$ cat config.mk
export PLATFORM = sky130hd
export DESIGN_NAME = lsu_mem_ctrl
export DESIGN_NICKNAME = d
export VERILOG_FILES = /design/src/rtl/lsu_mem_ctrl_pkg.sv /design/src/rtl/lsu_load_ext.sv /design/src/rtl/lsu_mem_ctrl.sv
export SDC_FILE = /design/constraint.sdc
export NUM_CORES = 1
export LEC_CHECK = 0
export ABC_AREA = 1
export CAP_MARGIN = 20
export CORE_MARGIN = 1
export CORE_UTILIZATION = 41
export CTS_BUF_LIST = sky130_fd_sc_hd__clkbuf_8 sky130_fd_sc_hd__clkbuf_16
export CTS_CLUSTER_SIZE = 24
export DETAILED_ROUTE_END_ITERATION = 10
export PLACE_DENSITY_LB_ADDON = 0.2
export REMOVE_ABC_BUFFERS = 1
export SETUP_SLACK_MARGIN = 0.02
export SYNTH_ARGS = -nofsm -noshare
export SYNTH_HDL_FRONTEND = slang
export SYNTH_SLANG_ARGS = --single-unit
$ cat constraint.sdc
create_clock -name clk -period 2.1 [get_ports clk]
set_input_delay 0.525 -clock clk [delete_from_list [all_inputs] [get_ports clk]]
set_output_delay 0.525 -clock clk [all_outputs]
set_load 0.05 [all_outputs]
$ cat src/rtl/lsu_mem_ctrl_pkg.sv
// Shared encodings for the load/store unit memory controller.
// Holds the size codes, FSM state constants, byte-mask constants and size helpers.
package lsu_mem_ctrl_pkg;

  localparam logic [1:0] SZ_B = 2'd0;
  localparam logic [1:0] SZ_H = 2'd1;
  localparam logic [1:0] SZ_W = 2'd2;

  localparam logic [1:0] ST_IDLE    = 2'd0;
  localparam logic [1:0] ST_RD_WAIT = 2'd1;
  localparam logic [1:0] ST_WR      = 2'd2;
  localparam logic [1:0] ST_RESP    = 2'd3;

  localparam logic [7:0] MASK_B = 8'h01;
  localparam logic [7:0] MASK_H = 8'h03;
  localparam logic [7:0] MASK_W = 8'h0F;

  // The reserved size code 3 behaves as a word everywhere.
  function automatic logic [7:0] size_mask(input logic [1:0] sz);
    case (sz)
      SZ_B:    return MASK_B;
      SZ_H:    return MASK_H;
      SZ_W:    return MASK_W;
      default: return MASK_W;
    endcase
  endfunction

  function automatic logic [31:0] size_len(input logic [1:0] sz);
    case (sz)
      SZ_B:    return 32'd1;
      SZ_H:    return 32'd2;
      SZ_W:    return 32'd4;
      default: return 32'd4;
    endcase
  endfunction

  function automatic logic misaligned(input logic [1:0] sz, input logic [1:0] lo);
    case (sz)
      SZ_B:    return 1'b0;
      SZ_H:    return lo[0];
      default: return (lo != 2'b00);
    endcase
  endfunction

endpackage

$ cat src/rtl/lsu_load_ext.sv
// Combinational load-data extension: byte from bit 7, half from bit 15, word unchanged.
module lsu_load_ext
  import lsu_mem_ctrl_pkg::*;
(
  input  logic [31:0] raw,
  input  logic [1:0]  size,
  input  logic        is_unsigned,
  output logic [31:0] ext
);

  always_comb begin
    ext = raw;
    case (size)
      SZ_B:    ext = {{24{raw[7]  & ~is_unsigned}}, raw[7:0]};
      SZ_H:    ext = {{16{raw[15] & ~is_unsigned}}, raw[15:0]};
      default: ext = raw;
    endcase
  end

endmodule

$ cat src/rtl/lsu_mem_ctrl.sv
// Single-outstanding load/store controller: latency load RD_LATENCY+1, store 2, misaligned 1.
// Requests are only accepted in IDLE; memory side has no backpressure.
module lsu_mem_ctrl
  import lsu_mem_ctrl_pkg::*;
#(
  parameter int unsigned RD_LATENCY = 1
) (
  input  logic        clk,
  input  logic        rst,
  input  logic        req_valid,
  output logic        req_ready,
  input  logic        req_wen,
  input  logic [31:0] req_addr,
  input  logic [31:0] req_wdata,
  input  logic [1:0]  req_size,
  input  logic        req_unsigned,
  output logic        resp_valid,
  output logic [31:0] resp_rdata,
  output logic        resp_err,
  output logic        mem_ren,
  output logic [31:0] mem_raddr,
  output logic [31:0] mem_rlen,
  input  logic [31:0] mem_rdata,
  output logic        mem_wen,
  output logic [31:0] mem_waddr,
  output logic [31:0] mem_wdata,
  output logic [7:0]  mem_wmask
);

  localparam logic [3:0] CNT_INIT = 4'(RD_LATENCY - 1);

  logic [1:0]  state_q, state_d;
  logic [3:0]  cnt_q, cnt_d;
  logic        wen_q, wen_d;
  logic [31:0] addr_q, addr_d;
  logic [31:0] wdata_q, wdata_d;
  logic [1:0]  size_q, size_d;
  logic        uns_q, uns_d;
  logic [31:0] rdata_q, rdata_d;
  logic        err_q, err_d;
  logic [31:0] ext_dat;

  lsu_load_ext u_load_ext (
    .raw         (mem_rdata),
    .size        (size_q),
    .is_unsigned (uns_q),
    .ext         (ext_dat)
  );

  always_comb begin
    state_d = state_q;
    cnt_d   = cnt_q;
    wen_d   = wen_q;
    addr_d  = addr_q;
    wdata_d = wdata_q;
    size_d  = size_q;
    uns_d   = uns_q;
    rdata_d = rdata_q;
    err_d   = err_q;
    case (state_q)
      ST_IDLE: begin
        if (req_valid) begin
          wen_d   = req_wen;
          addr_d  = req_addr;
          wdata_d = req_wdata;
          size_d  = req_size;
          uns_d   = req_unsigned;
          cnt_d   = CNT_INIT;
          rdata_d = 32'h0;
          err_d   = 1'b0;
          if (misaligned(req_size, req_addr[1:0])) begin
            err_d   = 1'b1;
            state_d = ST_RESP;
          end else if (req_wen) begin
            state_d = ST_WR;
          end else begin
            state_d = ST_RD_WAIT;
          end
        end
      end
      ST_RD_WAIT: begin
        // mem_rdata is only valid while mem_ren is high, so capture on the last wait cycle.
        if (cnt_q == 4'd0) begin
          rdata_d = ext_dat;
          state_d = ST_RESP;
        end else begin
          cnt_d = cnt_q - 4'd1;
        end
      end
      ST_WR:   state_d = ST_RESP;
      default: state_d = ST_IDLE;
    endcase
  end

  always_ff @(posedge clk) begin
    if (rst) begin
      state_q <= ST_IDLE;
      cnt_q   <= 4'd0;
      wen_q   <= 1'b0;
      addr_q  <= 32'h0;
      wdata_q <= 32'h0;
      size_q  <= 2'd0;
      uns_q   <= 1'b0;
      rdata_q <= 32'h0;
      err_q   <= 1'b0;
    end else begin
      state_q <= state_d;
      cnt_q   <= cnt_d;
      wen_q   <= wen_d;
      addr_q  <= addr_d;
      wdata_q <= wdata_d;
      size_q  <= size_d;
      uns_q   <= uns_d;
      rdata_q <= rdata_d;
      err_q   <= err_d;
    end
  end

  // Every memory-side output is forced to zero outside its own state.
  always_comb begin
    req_ready  = (state_q == ST_IDLE);
    mem_ren    = (state_q == ST_RD_WAIT);
    mem_wen    = (state_q == ST_WR);
    resp_valid = (state_q == ST_RESP);
    mem_raddr  = mem_ren ? addr_q : 32'h0;
    mem_rlen   = mem_ren ? size_len(size_q) : 32'h0;
    mem_waddr  = mem_wen ? {addr_q[31:2], 2'b00} : 32'h0;
    mem_wdata  = mem_wen ? (wdata_q << {addr_q[1:0], 3'b000}) : 32'h0;
    mem_wmask  = mem_wen ? (size_mask(size_q) << addr_q[1:0]) : 8'h00;
    resp_rdata = resp_valid ? rdata_q : 32'h0;
    resp_err   = resp_valid ? err_q : 1'b0;
  end

  logic unused_wen;
  assign unused_wen = wen_q;

endmodule

; Word level (Yosys, flattened, before mapping)
; Cells that the tools add are included.
[op_classes]
eq_ne = 8
n_addsub = 1
reduce_logical = 10
bitwise = 3
muxes = 25
shift = 2
[op_table]
columns = operator, n
row1 = $mux 32, 7
row2 = $pmux 32 s2, 2
row3 = $shl 32x5->32, 1
row4 = $pmux 4 s2, 2
row5 = $mux 2, 4
row6 = $mux 4, 2
row7 = $mux 8, 1
row8 = $shl 8x2->8, 1
row9 = $eq 2x1->1 const B, 3
row10 = $logic_not 2->1, 3
row11 = $pmux 2 s3, 1
row12 = $pmux 3 s2, 1
row13 = $reduce_and 3->1, 2
row14 = $eq 2x2->1 const B, 2
row15 = $logic_not 4->1, 1
row16 = $mux 1, 4
row17 = $ne 2x2->1 const B, 2
row18 = $reduce_and 2->1, 2
row19 = $reduce_bool 2->1, 2
row20 = $sub 4x1->4 const B, 1
row21 = $and 1x1->1, 2
row22 = $ne 2x1->1 const B, 1
row23 = $pmux 1 s2, 1
row24 = $not 1->1, 1
[totals]
word_cells = 57
ff_bits = 106
output_inout_bits = 173
inputBits = 103

; Longest topological paths before layout
; Gate-level depths: netlist (run 1).
[depth]
depth_word = 7
ltp_mapped = 10
mapped_depth_nobuf = 9

; By module
; Synthesis (run 1) repeated with hierarchy kept, for this count alone.
[unflattened]
cells_unflattened = 926
hier_area_um2 = 6184.7
[by_module_without_submodules]
columns = mod, instances, cells_per_inst, seq_area_each_um2, area_per_inst_um2
row1 = lsu_mem_ctrl, 1, 855, 2122.0, 5780.5
row2 = lsu_load_ext, 1, 71, 0.0, 404.1

; Worst setup path after synthesis (run 1)
; No wires, ideal clock.
[synth_timing]
path_type = reg-to-output
startpoint = register state_q[0]
endpoint = output port mem_wdata[0]
n_path_buf = 1
required_time_ns = 1.575
setup_slack_ns = -1.468
arrival_time_ns = 3.043
path_stages_with_launch = 10
cell_sequence = dfxtp_1 inv_1 ha_1 buf_2 inv_1 nor2_1 inv_2 nor2_1 inv_1 nor2_1
[synth_via]
elab_chain_len = 2
[synth_lines]
columns = item, line_no
row1 = "start, declared", lsu_mem_ctrl.sv:32  ; logic [1:0] state_q, state_d;
row2 = "start signal, assigned", lsu_mem_ctrl.sv:107  ; state_q <= state_d;
row3 = $eq 2x2->1, lsu_mem_ctrl.sv:123  ; mem_wen = (state_q == ST_WR);
row4 = named net mem_wen, lsu_mem_ctrl.sv:24  ; output logic mem_wen,
row5 = $mux 32, lsu_mem_ctrl.sv:128  ; mem_wdata = mem_wen ? (wdata_q << {addr_q[1:0], 3'b000}) : 32'h0;
row6 = "end, declared", lsu_mem_ctrl.sv:26  ; output logic [31:0] mem_wdata,
; The timed path passes the listed nets, and every way through them passes these cells.

; Final worst setup path (run 1)
[layout_timing]
startpoint = register state_q[0]
endpoint = output port mem_wdata[25]
[layout_via]
elab_chain_len = 2
[layout_lines]
columns = item, line_no
row1 = $eq 2x2->1, lsu_mem_ctrl.sv:123
row2 = $mux 32, lsu_mem_ctrl.sv:128
; No other way between the ends.

==> results of run 1 <==
==> worst max-delay path: stages, from the launching register on <==
cell and delay (ns):
dfxtp_2 0.33, inv_2 0.07, ha_4 0.14, inv_2 0.05, nor2_4 0.12, inv_4 0.08, buf_8 0.15, o32ai_2 0.26
buf_4 0.16, buf_12 0.12
==> layer usage <==
metal / routed length (um) / vias up / global-route usage
met5: 0 / - / 0
li1: - / 3257 / -
met3: 1620 / 56 / 0.0665
met4: 731 / 0 / 0.122
met2: 11400 / 321 / 0.468
met1: 8850 / 3171 / 0.328
==> synth_stat cells, types with 2 or more instances <==
cell type / n
o21ai_1: 10
buf_4: 39
a21oi_1: 31
ha_1: 6
o21ai_0: 109
o32ai_1: 10
clkbuf_1: 32
nand3_2: 8
nand2_1: 173
o22ai_1: 6
inv_2: 2
a21oi_2: 8
inv_1: 129
buf_2: 15
nor2_1: 205
o21ai_2: 2
dfxtp_1: 106
nand3_1: 7
==> state kept, by name, indices dropped and copies added (netlist names) <==
| signal | cells |
|---|---|
| rdata_q | 32 |
| state_q | 2 |
| size_q | 2 |
| uns_q | 1 |
| cnt_q | 4 |
| err_q | 1 |
| addr_q | 32 |
| wdata_q | 32 |
==> timing repair <==
action / 4_1_cts / 5_1_grt
buffers inserted: 10 / 7
setup endpoints to repair: 112 / 132
resized for setup: 118 / 197
gates cloned: 4 / 9
pin swaps: 10 / 51
==> worst min path at each step <==
stage                                  start                       end  slack (ns)
floorplan              cnt_q[0]$_SDFFE_PP0P_     cnt_q[0]$_SDFFE_PP0P_        0.44
global route        rdata_q[11]$_SDFFE_PP0P_  rdata_q[11]$_SDFFE_PP0P_        0.51
CTS                 rdata_q[10]$_SDFFE_PP0P_  rdata_q[10]$_SDFFE_PP0P_        0.47
finish              rdata_q[10]$_SDFFE_PP0P_  rdata_q[10]$_SDFFE_PP0P_        0.47
detailed placement  rdata_q[10]$_SDFFE_PP0P_  rdata_q[10]$_SDFFE_PP0P_        0.46
global placement    rdata_q[10]$_SDFFE_PP0P_  rdata_q[10]$_SDFFE_PP0P_        0.45
==> power by group <==
part	switching, mW	total (mW)	internal, mW
sequential	0.481	3.05	2.57
combinational	4.95	8.44	3.50
clock	0.772	1.66	0.892
==> metrics by stage <==
step                      setup WS, ns  setup TNS (ns)  hold WS (ns)
after floorplan                  -1.99         -204.61         0.439
after global placement          0.0146               0         0.453
after detailed placement       -0.0466         -0.0873         0.457
after CTS                       -0.233           -6.58         0.468
after global routing            -0.316          -13.24         0.510
final                           -0.251           -8.18         0.468
==> cell families (layout without fill, tap and decap cells) <==
group                    after synthesis  in the layout
XOR/XNOR                               1              1
other                                  1             32
adder cells (fa/ha/maj)                6              6
AO/OA/AOI/OAI                        177            177
AND/OR/NAND/NOR                      397            397
flip-flops                           106            106
buffers and inverters                222            457
==> area by class of cell <==
class                      count  area (sq um)  area share
clock buffer                  12           267      0.0235
timing repair buffer         307          4650       0.409
sequential                   106          2130       0.188
tap                          176           220      0.0194
multi-input combinational    613          3490       0.308
inverter                     134           582      0.0512
clock inverter                 4          17.5     0.00154
==> impl_metrics.json, run 1 <==
{
  "outcome": "finished, violations left",
  "violations": "setup timing",
  "leakage_nw": 5.52,
  "h-tree-depth": 3,
  "antenna_cells": 0,
  "cts_tree": "done",
  "postSynth.asyncResetShare": 0,
  "drive_above_1_share": 0.361,
  "synth_compound_area_frac": 0.169,
  "fp.dieH_um": 121,
  "hpwl_um": 13700,
  "grt_pass1_vias": 6024,
  "path_clk_slew_ns": 0.07,
  "drc_errors": 0,
  "fin_cells": 1352,
  "place_inst": 1309,
  "die_area_sq_um": 14500,
  "cts.sink_count": 106,
  "ant_nets": 0,
  "cts_inserted_buffers": 9,
  "finalNetCount": 1280,
  "grt_usage": 0.275,
  "synth.distinct_cells": 30,
  "synthAdderAreaFrac": 0.0130,
  "start_util": 0.428,
  "overflow": 0,
  "drt_wl_total_um": 22600,
  "slew_violations": 0,
  "ctsHoldBuffers": 0,
  "place_congestion": 0.847,
  "cp-end-kind": "primary output",
  "vias": 6805,
  "final_common_cell": "nor2_1",
  "ys_warn_count": 0,
  "die_w_um": 121,
  "ys_ff_latch": 106,
  "muxShareOfSynthArea": 0,
  "timing.final.hold_violations": 0,
  "final_area_sq_um": 11400,
  "finalCritPeriodShare": 1.12,
  "via_per_inst": 5.03,
  "cts-root-buf": "clkbuf_16",
  "path_class": "flip-flop to primary output",
  "cts_max_path_buffers": 2,
  "ys_seq_area_frac": 0.368,
  "ioPinCount": 276,
  "avgSynthCellArea_sq_um": 6.33,
  "r2r_cells": 10,
  "fill_cells": 714,
  "grt_max_degree": 52,
  "synth_top_area_cell": "dfxtp_1",
  "antenna_found_initial": 0,
  "worst_pin_slew_ns": 0.726,
  "max_freq_mhz": 425,
  "cp.required_ns": 1.57,
  "min_path_cells": 2,
  "yosys.area_share.simple": 0.270,
  "core-area_sq_um": 13500,
  "setup_viol": 100,
  "synth_top_family_by_area": "simple AND/OR/NAND/NOR gates",
  "max_cap_violations": 0,
  "max_slew_margin": 0.516,
  "arrival_ns": 1.83,
  "fin_util": 0.844,
  "port_buffers": 243,
  "syn_to_final_growth_pct": 97.1,
  "hold_class": "flip-flop to flip-flop",
  "rsz0062_at_grt": "true",
  "drtIter0Drc": 520,
  "synth_cells": 910,
  "crit_end": "mem_wdata[25]",
  "post_drt_wl_per_cell_um": 16.7,
  "r2r-start": "state_q[1]$_SDFFE_PP0P_",
  "p_total_mw": 13.2,
  "synth.area.top_cells": "dfxtp_1 37%, nor2_1 13%, nand2_1 11%, o21ai_0 9.5%, inv_1 8.4%",
  "synth.cell_area_sq_um": 5760,
  "grt_pass1_wl_um": 31400,
  "rr_endpoint": "rdata_q[22]$_SDFFE_PP0P_",
  "critical_path.startpoint": "state_q[0]$_SDFFE_PP0P_",
  "critPathMaxFanout": 6,
  "first_pass_iters": 5,
  "placed_area_sq_um": 9700,
  "finalWorstSetupSlack_ns": -0.251,
  "min_period_ns": 2.35,
  "synth-edff-count": 0,
  "irDropWorstVdd_mv": 0.687,
  "synth_top_cell_area_share": 0.368,
  "synth_flop_cell": "dfxtp_1",
  "worst_skew_pair.late_latency_ns": 0.35,
  "startpoint_type": "flip-flop",
  "clock_skew_ns": 0.00690,
  "rrSetupSlack_ns": 0.17,
  "p_per_area_nw_per_um2": 1160,
  "final_cell_mix": "184 x nor2_1, 146 x buf_12, 113 x nand2_1",
  "synth-xor-area-share": 0.00152,
  "rows": 42
}
(Power assumes the default switching activity.)
==> inputs of run 2 (changes only) <==
GPL_ROUTABILITY_DRIVEN = 0   (was unset)
==> results of run 2 <==
Same layout as run 1: the final DEF is identical, and so are final timing and power.
